--- config.mk ---
export PLATFORM = sky130hd
export DESIGN_NAME = seg_scan_ctrl
export DESIGN_NICKNAME = d
export VERILOG_FILES = /design/src/rtl/seg_disp_pkg.sv /design/src/rtl/bcd_to_seg.sv /design/src/rtl/seg_scan_ctrl.sv
export SDC_FILE = /design/constraint.sdc
export NUM_CORES = 1
export LEC_CHECK = 0
export ABC_AREA = 0
export BUFFER_PORTS_ARGS = -buffer_cell sky130_fd_sc_hd__buf_2
export CAP_MARGIN = 20
export CORE_UTILIZATION = 59
export DETAILED_ROUTE_END_ITERATION = 10
export GPL_TIMING_DRIVEN = 0
export PLACE_DENSITY = 0.79
export SYNTH_ARGS = -nofsm -noshare
export SYNTH_HDL_FRONTEND = slang
export SYNTH_HIERARCHICAL = 1
export SYNTH_SLANG_ARGS = --single-unit
--- constraint.sdc ---
create_clock -name clk -period 2.15 [get_ports clk]
set_input_delay 0 -clock clk [delete_from_list [all_inputs] [get_ports clk]]
set_output_delay 0 -clock clk [all_outputs]
set_load 0.05 [all_outputs]
--- src/rtl/seg_disp_pkg.sv ---
// Shared types and segment patterns for the multiplexed 7-segment display scanner.
// Segment bit order is {a,b,c,d,e,f,g}, active-high.
package seg_disp_pkg;

   typedef enum logic {
      S_DRIVE = 1'b0,
      S_BLANK = 1'b1
   } state_t;

   localparam int NUM_DIGITS = 4;

   localparam logic [6:0] SEG_0    = 7'b1111110;
   localparam logic [6:0] SEG_1    = 7'b0110000;
   localparam logic [6:0] SEG_2    = 7'b1101101;
   localparam logic [6:0] SEG_3    = 7'b1111001;
   localparam logic [6:0] SEG_4    = 7'b0110011;
   localparam logic [6:0] SEG_5    = 7'b1011011;
   localparam logic [6:0] SEG_6    = 7'b1011111;
   localparam logic [6:0] SEG_7    = 7'b1110000;
   localparam logic [6:0] SEG_8    = 7'b1111111;
   localparam logic [6:0] SEG_9    = 7'b1111011;
   localparam logic [6:0] SEG_DASH = 7'b0000001;
   localparam logic [6:0] SEG_OFF  = 7'b0000000;

   // Active-low one-hot digit enable for the given digit index.
   function automatic logic [3:0] digit_enable(input logic [1:0] idx);
      return ~(4'b0001 << idx);
   endfunction

endpackage

--- src/rtl/bcd_to_seg.sv ---
// Combinational BCD to 7-segment decoder; non-BCD codes render as a dash.
module bcd_to_seg
   import seg_disp_pkg::*;
(
   input  logic [3:0] bcd,
   output logic [6:0] seg
);

   always_comb begin
      seg = SEG_DASH;
      case (bcd)
         4'd0:    seg = SEG_0;
         4'd1:    seg = SEG_1;
         4'd2:    seg = SEG_2;
         4'd3:    seg = SEG_3;
         4'd4:    seg = SEG_4;
         4'd5:    seg = SEG_5;
         4'd6:    seg = SEG_6;
         4'd7:    seg = SEG_7;
         4'd8:    seg = SEG_8;
         4'd9:    seg = SEG_9;
         default: seg = SEG_DASH;
      endcase
   end

endmodule

--- src/rtl/seg_scan_ctrl.sv ---
// Scan scheduler for a 4-digit multiplexed 7-segment display with shadow/active
// digit buffers; new digits reach the pins only at a frame boundary.
//
// state   | meaning
// --------+------------------------------------------------------------
// S_DRIVE | digit idx is driven for SCAN_CYCLES cycles
// S_BLANK | all digits off for DEAD_CYCLES cycles before moving to idx+1
module seg_scan_ctrl
   import seg_disp_pkg::*;
#(
   parameter int SCAN_CYCLES = 50000,
   parameter int DEAD_CYCLES = 16,
   parameter int CNT_W       = 16
) (
   input  logic       clk,
   input  logic       rst_n,
   input  logic       wr_valid,
   output logic       wr_ready,
   input  logic [1:0] wr_idx,
   input  logic [3:0] wr_val,
   input  logic       commit,
   output logic       commit_pending,
   output logic       frame_done,
   input  logic       blank_en,
   output logic [6:0] seg,
   output logic [3:0] digit_select
);

   localparam bit               HAS_DEAD  = (DEAD_CYCLES > 0);
   localparam logic [CNT_W-1:0] SCAN_LAST = CNT_W'(SCAN_CYCLES - 1);
   localparam logic [CNT_W-1:0] DEAD_LAST = HAS_DEAD ? CNT_W'(DEAD_CYCLES - 1) : '0;

   state_t                           state, state_nxt;
   logic [1:0]                       idx, idx_nxt;
   logic [CNT_W-1:0]                 cnt, cnt_nxt;
   logic                             advance;
   logic                             boundary;
   logic [NUM_DIGITS-1:0][3:0]       shadow;
   logic [NUM_DIGITS-1:0][3:0]       active;
   logic [6:0]                       seg_dec;
   logic                             wr_fire;

   assign wr_ready = !commit_pending;
   assign wr_fire  = wr_valid && wr_ready;

   always_ff @(posedge clk) begin
      if (!rst_n) begin
         state <= S_DRIVE;
         idx   <= '0;
         cnt   <= '0;
      end else begin
         state <= state_nxt;
         idx   <= idx_nxt;
         cnt   <= cnt_nxt;
      end
   end

   always_comb begin
      state_nxt = state;
      idx_nxt   = idx;
      cnt_nxt   = cnt + CNT_W'(1);
      advance   = 1'b0;
      case (state)
         S_DRIVE: begin
            if (cnt == SCAN_LAST) begin
               cnt_nxt = '0;
               if (HAS_DEAD) begin
                  state_nxt = S_BLANK;
               end else begin
                  advance = 1'b1;
               end
            end
         end
         S_BLANK: begin
            if (cnt == DEAD_LAST) begin
               cnt_nxt   = '0;
               advance   = 1'b1;
               state_nxt = S_DRIVE;
            end
         end
         default: begin
            state_nxt = S_DRIVE;
            cnt_nxt   = '0;
         end
      endcase
      if (advance) begin
         idx_nxt = idx + 2'd1;
      end
      boundary = advance && (idx == 2'd3);
   end

   // A commit raised on the boundary edge itself is not yet pending there, so it
   // lands at the next boundary; writes are blocked while pending, so the
   // snapshot below never races a shadow write.
   always_ff @(posedge clk) begin
      if (!rst_n) begin
         shadow         <= {NUM_DIGITS{4'hF}};
         active         <= {NUM_DIGITS{4'hF}};
         commit_pending <= 1'b0;
         frame_done     <= 1'b0;
      end else begin
         frame_done <= boundary;
         if (boundary && commit_pending) begin
            active         <= shadow;
            commit_pending <= 1'b0;
         end else if (commit && !commit_pending) begin
            commit_pending <= 1'b1;
         end
         if (wr_fire) begin
            shadow[wr_idx] <= wr_val;
         end
      end
   end

   bcd_to_seg u_dec (
      .bcd (active[idx]),
      .seg (seg_dec)
   );

   always_ff @(posedge clk) begin
      if (!rst_n) begin
         seg          <= SEG_OFF;
         digit_select <= 4'b1111;
      end else if (state == S_DRIVE && !blank_en) begin
         seg          <= seg_dec;
         digit_select <= digit_enable(idx);
      end else begin
         seg          <= SEG_OFF;
         digit_select <= 4'b1111;
      end
   end

endmodule

[Word level (Yosys, flattened, before mapping)]
Memories as Yosys holds them, arrays and structs flattened. A register that Yosys moved wholly into a read port is not among the register bits.
Index checks and enable logic that the tools add are counted.
W data, S select, Z words.
Word-level totals
  flip-flop bits (word level): 57
  bits of input ports: 11
  word-level logic and storage cells: 51
  output and inout bits: 14
  memory bits (read-only): 112
  memories: 1
Memory list
  (name not given): depth 16, width 7, read ports 1, clocked after Yosys merged registers in 1, write ports 0, RTL line bcd_to_seg.sv:11  | case (bcd)
Cells by class
  magnitude comparators: 3
  shift operators: 1
  equal/unequal tests: 3
  reductions and logical operators: 11
  bitwise operators: 3
  mux-type cells: 13
  $add $sub $neg: 2
Operators with widths (count)
  $mux W16: 2
  $pmux W16 S2: 1
  $add A16 B1 Y16 const B: 1
  $bwmux W16: 1
  $eq A16 B16 Y1 const B: 1
  $eq A16 B4 Y1 const B: 1
  $bmux W4 S2: 1
  $demux W4 S2: 1
  $mux W4: 2
  $logic_and A1 B1 Y1: 6
  $lt A2 B3 Y1 const B: 2
  $not A4 Y4: 1
  $pmux W1 S2: 2
  $shl A1 B2 Y4 const A: 1
  $logic_not A1 Y1: 3
  $mux W1: 3
  $add A2 B1 Y2 const B: 1
  $eq A2 B2 Y1 const B: 1
  $ge A2 B1 Y1 const B: 1
  $not A1 Y1: 2
  $reduce_and A2 Y1: 1
  $reduce_or A2 Y1: 1

[Logic depth before layout (Yosys ltp)]
Gate-level depths: netlist of the first run.
  depth after elaboration: 6
  mapped depth: 8
  mapped depth without buffers: 7

[Cells and area by module]
The synthesis of the first run kept the hierarchy.
Modules (own cells, without submodules)
  seg_scan_ctrl: seq. area each 1281.2 µm², times used 1, area each 2683.8 µm², cells an instance 271
  bcd_to_seg: seq. area each 0.0 µm², times used 1, area each 215.2 µm², cells an instance 32

[Worst setup path before layout of the first run]
Ideal clock, no wire load.
  kind: reg-to-reg
  from: reg idx[0]
  to: reg seg[3]
  period minus slack after synthesis: 1992 ps
  data required time: 2035 ps
  data arrival time: 1877 ps
  stages on the path, launching flop included: 8
  slack: 158 ps
  library setup time: 115 ps
  path buffers: 1
  path through: dfxtp_1 -> clkbuf_1 -> mux4_2 -> inv_1 -> ha_1 -> a21oi_1 -> o21ai_0 -> and2_1
On the way
  longest elaborated chain between the ends: 2
Ends and longest elaborated chain
  start, declared: RTL line seg_scan_ctrl.sv:34  | logic [1:0] idx, idx_nxt;
  start signal, assigned: RTL line seg_scan_ctrl.sv:53  | idx <= idx_nxt;
  $bmux W4 S2: RTL line seg_scan_ctrl.sv:116  | .bcd (active[idx]),
  $mux W4 (not written as such): RTL line seg_scan_ctrl.sv:116
  end, declared: RTL line seg_scan_ctrl.sv:25  | output logic [6:0] seg,
Every way passes these cells. The select of a mux whose other input is x is not followed.
A chain may end at the register's enable or synchronous reset.

[Worst setup path after layout of the first run]
Ends and elaborated chain as after synthesis.

==> results.md, run 1 <==
- Hpwl dp: 3960 um
- Final cell count without fillers: 417
- Final setup fails: 0
- Longest Clk Path Bufs: 2
- NumNets Final: 367
- Leak pwr: 1.41 nW
- Syn avg cell area: 9.57 um2
- Die height: 72.1 um
- Worst vdd ir: 0.484 mV
- Placed inst area: 3100 um2
- Status: finished, final reports clean
- Ys Warns: 6
- First-pass GRT wire length: 9960 um
- Max Slew Vio Count: 0
- P per Cell Area: 726 nW/um2
- Slowest CP cell: mux4_2
- Layout cells sized above 1: 18.9%
- Antenna-violating nets left: 0
- Crit-path max cell delay: 0.56 ns
- Row cnt: 25
- Final hold violation count: 0
- Initial Util: 61.4%
- Largest net degree at the start of global routing: 11
- Fin area: 3390 um2
- Cts bufs inserted: 9
- Skew final: 0.00892 ns
- Ys flop type: dfxtp_1
- Post-layout min period: 2.00 ns
- Buffers on Ports: 24
- Hold Crit Class: in -> reg
- Htree depth: 3
- CP Capture Type: flop
- Rel. slew slack: 54.5%
- Hold_ws: 0.0615 ns
- Number of synthesized flops with an enable pin: 0
- Antenna Cells: 0
- Insertion delay of the later-clocked pin in the worst-skew pair: 0.34 ns
- Post-synthesis cell type count: 41
- Ports: 25
- Cell Area, Synth: 2900 um2
- Slack of the critical path: 0.150 ns
- WS Path Type: reg -> reg
- Xor/xnor share of the synthesized area: 4.23%
- Place WS: -0.0113 ns
- Cell Chain, Critical Path: clkbuf_4 -> mux4_2 -> inv_1 -> ha_1 -> a21oi_1 -> o21ai_0 -> and2_1
- TritonCTS clock tree: yes
- Commonest non-fill, non-tap cell in the layout: dfxtp_1
- Top cell family by delay on the critical path: multiplexers
- DP Cell Count: 394
- Post-synthesis mux area share: 6.21%
- Clock Tree Root: clkbuf_8
- Width of the die: 72.1 um
- Power, Total: 2.46 mW
- Post-Synthesis Cells: 303
- Syn-to-layout area delta: 16.9%
- GPL Wtd Cong: 0.796
- Vias: 2311
- Max-cap violation count: 0
- Placeable Area: 4720 um2
- Worst-path fanout max: 6
- WL per Instance: 14.3 um
- Filler Cell Count: 325
- GRT overflow: 0
- Setup TNS: 0 ns
- DRT iter0 DRCs: 118
- Worst-path clk slew: 0.07 ns
- Post-synth ARST share: 0%
- Initial antenna violation count: 0
- Critical Path AT: 2.24 ns
- Gr usage total: 25.3%
- Iteration count of the initial detailed-routing pass: 4
- Worst setup SP type: flop
- Compound-Gate Fraction of Synth Area: 11.9%
- Worst Path Buf+Inv: 2
- Synth Register Bits: 64
- Highest Clock Rate: 500 MHz
- Seq/Total Area, Yosys: 44.2%
- Drt total wl: 5960 um
- Core Util, Final: 71.7%
- Syn Nets: 325
- Data required, critical path: 2.39 ns
- RSZ-0062 raised after global routing: no
- Vias in the first global route: 2129
- Die ar.: 5200 um2
- Clock Sinks: 64
- Fin crit share: 93.0%
- Largest family of logic cells by synthesized area: simple AND/OR/NAND/NOR gates
- Most frequent cells in the layout: dfxtp_1, buf_2, nand2_1, inv_1, nor3_1
- Synth Area in Adders: 4.75%
- Vias per cell: 5.54
- Worst Tran Pin Value: 0.680 ns
- Number of remaining DRC errors: 0
- Post-synthesis simple-gate area fraction: 22.4%
worst min-delay path: stages:
cell      delay [ns]
buf_2           0.12
nor4b_2         0.09
o211ai_1        0.15
final cells by class:
cell class              count  area, um2  share of cell area [%]
flip-flops and latches     64       1280                    37.8
repair buffers             31        188                    5.54
multi-input cells         196       1440                    42.4
well taps                  67       83.8                    2.47
clock buffers              13        149                    4.39
clock inverters             3       65.1                    1.92
plain buffers              18       92.6                    2.73
inverters                  25       93.8                    2.77
sequential cells by signal, indices dropped and copies added, names as in the netlist:
name	cells
active	16
cnt	16
idx	2
digit_select	4
seg	7
commit_pending	1
state	1
shadow	16
frame_done	1
cells in the mapped netlist, types with 2 or more instances:
master    count  area (um2)
o21ai_1      10        50.1
nor4_1       11        68.8
a41oi_1       8        70.1
dfxtp_1      64        1280
nand3_1       8        40.0
o21ai_0       5        25.0
a211o_1       8        70.1
buf_4         2        15.0
o211ai_1      8        60.1
xnor2_1      10        87.6
and3_1        3        18.8
xor2_1        4        35.0
nor2_1        9        33.8
mux4_2        4        90.1
buf_2         5        25.0
inv_1        24        90.1
nand3_2       3        30.0
ha_1         11         138
nand4_1       6        37.5
mux2i_1       9        90.1
nand2_1      27         101
a21oi_1       7        35.0
and2_1        9        56.3
nor4bb_1      2        20.0
nor2b_1       2        12.5
nor3_1       18        90.1
nor3_2        3        30.0
clkbuf_1     10        37.5
what timing repair did:
item / CTS / global route
gates resized for setup: 1 / 2
buffers inserted: 0 / 1
hold buffers: 6 / 0
hold endpoints to repair: 18 / 0
setup endpoints to repair: 1 / 2
cell families (layout without fill, tap and decap cells):
group	Yosys count	in the layout
muxes	13	13
adders and majority gates	11	11
AOI/OAI and AO/OA	49	49
xor gates and xnor gates	14	14
buffers and inverters	43	90
and+or+nand+nor	109	109
DFF	64	64
routing by layer:
layer  up-vias  GRT usage (%)  part of all wire, %  wire length [um]
met5         -              0                    0                 0
met4         0           16.3                  1.7               101
met3         8           5.56                  3.5               207
met2        48           39.7                   50              2970
met1      1090           31.6                   45              2680
li1       1165              -                    -                 -
path summary, 6_finish.rpt:
check        depth (start not counted)  slack [ns]                      end                     from
min reg2reg                          2        0.46  active[12]$_SDFFE_PN1P_  active[12]$_SDFFE_PN1P_
min                                  3        0.06   shadow[0]$_SDFFE_PN1P_                wr_idx[0]
max                                  7        0.15        seg[3]$_SDFF_PN0_      idx[0]$_SDFFE_PN0P_
max reg2reg                          7        0.15        seg[3]$_SDFF_PN0_      idx[0]$_SDFFE_PN0P_
power breakdown:
part	switching, mW	internal (mW)	leakage (nW)
Clock	0.445	0.684	0.108
Combinational	0.0700	0.0432	0.779
Sequential	0.0123	1.20	0.520
Total	0.527	1.93	1.41
Power figures use the tool's default switching activity.
==> inputs of run 2 (changes only) <==
- CORE_MARGIN: not set -> 4
- REMOVE_ABC_BUFFERS: not set -> 1
==> run 2 against run 1 <==
- setup slack improved by 0.024 ns
- wire length decreased by 5.1%
- register-to-register slack improved by 0.02 ns
- critical path type unchanged
- highest routed layer unchanged
==> results.md, run 2 (same netlist as run 1, synthesis figures left out) <==
- Status: finished, final reports clean
- Hpwl dp: 3740 um (-5.5%)
- Regs by FF count: active x16, cnt x16, shadow x16
- Setup slack, reg-to-reg: 0.17 ns (+0.02 ns)
- P per Cell Area: 765 nW/um2 (+5.4%)
- Cts bufs inserted: 9 (unchanged)
- Critical Path AT: 2.25 ns (about the same)
- Longest Clk Path Bufs: 2 (unchanged)
- WHS Endpoint: shadow[11]$_SDFFE_PN1P_
- WL per Instance: 14.1 um (-1.1%)
- Highest Clock Rate: 506 MHz (+1.2%)
- Final hold violation count: 0 (unchanged)
- Ports: 25 (unchanged)
- RSZ-0062 raised after global routing: no
- DRT iter0 DRCs: 125 (+5.9%)
- Register area: 1280 um2 (about the same)
- Worst setup SP type: flop
- Rel. slew slack: 42.8% (-12 points)
- Fin area: 3320 um2 (-2.0%)
- Clock Tree Root: clkbuf_8
- R2R cell count: 5 (-2)
- Reg2Reg Launch Point: cnt[0]$_SDFF_PN0_
- Antenna-violating nets left: 0 (unchanged)
- Worst vdd ir: 0.483 mV (-0.30%)
- Post-layout min period: 1.98 ns (-0.0242 ns)
- GPL Wtd Cong: 0.804 (+0.99%)
- Antenna Cells: 0 (unchanged)
- Max Slew Vio Count: 0 (unchanged)
- Most frequent cells in the layout: dfxtp_1, nand2_1, inv_1, buf_2, nor3_1
- Clock Sinks: 64 (unchanged)
- Htree depth: 3 (unchanged)
- Setup crit start: cnt[0]$_SDFF_PN0_
- Setup TNS: 0 ns (unchanged)
- Max-cap violation count: 0 (unchanged)
- TritonCTS clock tree: yes
- Initial antenna violation count: 0 (unchanged)
- Gr usage total: 20.8% (-4.5 points)
- Insertion delay of the later-clocked pin in the worst-skew pair: 0.33 ns (about the same)
- Commonest non-fill, non-tap cell in the layout: dfxtp_1
- Placed inst area: 3010 um2 (-2.9%)
- GRT overflow: 0 (unchanged)
- Layout cells sized above 1: 18.3% (-0.54 points)
- Initial Util: 61.0% (-0.40 points)
- Skew final: 0.00718 ns (-0.00173 ns)
- Buffers on Ports: 24 (unchanged)
- Vias: 2232 (-3.4%)
- First-pass GRT wire length: 10000 um (+0.83%)
- Drt total wl: 5650 um (-5.1%)
- Beginning of the worst hold path: rst_n
- FF-to-FF End: active[14]$_SDFFE_PN1P_
- Hold depth: 2 (-1)
- Data required, critical path: 2.43 ns (+0.04 ns)
- Final setup fails: 0 (unchanged)
- Hold Crit Class: in -> reg
- WS Path Type: reg -> reg
- Worst Tran Pin Value: 0.851 ns (+0.171 ns)
- Row cnt: 25 (unchanged)
- Worst-path fanout max: 11 (+5)
- Area taken by multi-input logic gates: 1440 um2 (unchanged)
- Leak pwr: 1.37 nW (-2.8%)
- Die height: 78.1 um (+8.3%)
- Placeable Area: 4750 um2 (+0.66%)
- Die ar.: 6100 um2 (+17%)
- Core Util, Final: 69.8% (-1.9 points)
- Syn-to-layout area delta: 14.5%
- NumNets Final: 350 (-4.6%)
- Fin crit share: 91.9% (-1.1 points)
- Vias per cell: 5.58 (+0.69%)
- Width of the die: 78.1 um (+8.3%)
- CP Capture Type: flop
- Worst-path clk slew: 0.07 ns (about the same)
- Iteration count of the initial detailed-routing pass: 4 (unchanged)
- Filler Cell Count: 381 (+17%)
- Largest net degree at the start of global routing: 37 (+26)
- Number of remaining DRC errors: 0 (unchanged)
- Vias in the first global route: 2167 (+1.8%)
## run 2: report_power, final
part / total, mW / switching [mW] / internal (mW)
combinational: 0.109 / 0.0681 / 0.0413
clock: 1.22 / 0.450 / 0.766
sequential: 1.22 / 0.0119 / 1.20
## run 2: repair_timing
item,4_1_cts,5_1_grt
buffers inserted,0,0
endpoints found under the setup margin,0,4
endpoints found under the hold margin,21,0
gates resized for setup,0,1
hold buffers,6,0
## run 2: worst max-delay path by stage
stage | end | slack, ns | cells past startpoint
3_5_place_dp | seg[3]$_SDFF_PN0_ | 0.12 | 6
5_1_grt | active[14]$_SDFFE_PN1P_ | 0.07 | 5
3_3_place_gp | seg[3]$_SDFF_PN0_ | 0.11 | 6
6_report | active[14]$_SDFFE_PN1P_ | 0.17 | 5
2_1_floorplan | seg[3]$_SDFF_PN0_ | 0.28 | 6
4_1_cts | seg[3]$_SDFF_PN0_ | 0.1 | 6
## run 2: layout make-up
cell class,instances,share of cell area [%]
Inverter,25,2.83
Multi-Input combinational cell,196,43.2
Timing Repair Buffer,32,5.73
Tap cell,67,2.52
Clock buffer,10,3.84
Clock inverter,6,3.24
Sequential cell,64,38.6
## run 2: metrics by stage
| step | setup WS [ns] | power, mW | hold slack (ns) | std cells |
|---|---|---|---|---|
| after CTS | 0.0992 | 2.56 | 0.0102 | 398 |
| after global placement | 0.114 | 1.34 | 0.246 | 376 |
| after detailed placement | 0.118 | 1.34 | 0.259 | 376 |
| final | 0.174 | 2.54 | 0.0292 | 400 |
| after floorplan | 0.284 | 1.30 | 0.0619 | 285 |
| after global routing | 0.0716 | 2.64 | 0.0297 | 400 |
## run 2: layer usage
| metal | global-route usage (%) | wire length, um |
|---|---|---|
| met5 | 0 | 0 |
| met4 | 9.44 | 68 |
| met3 | 5.28 | 271 |
| met2 | 32.7 | 2620 |
| met1 | 27.0 | 2690 |
## run 2: worst max-delay path, cell delays in order (launching register included)
cell	delay (ns)
dfxtp_1	0.37
ha_1	0.22
and3_1	0.34
nand3_2	0.29
nor3_4	0.49
a221o_1	0.21
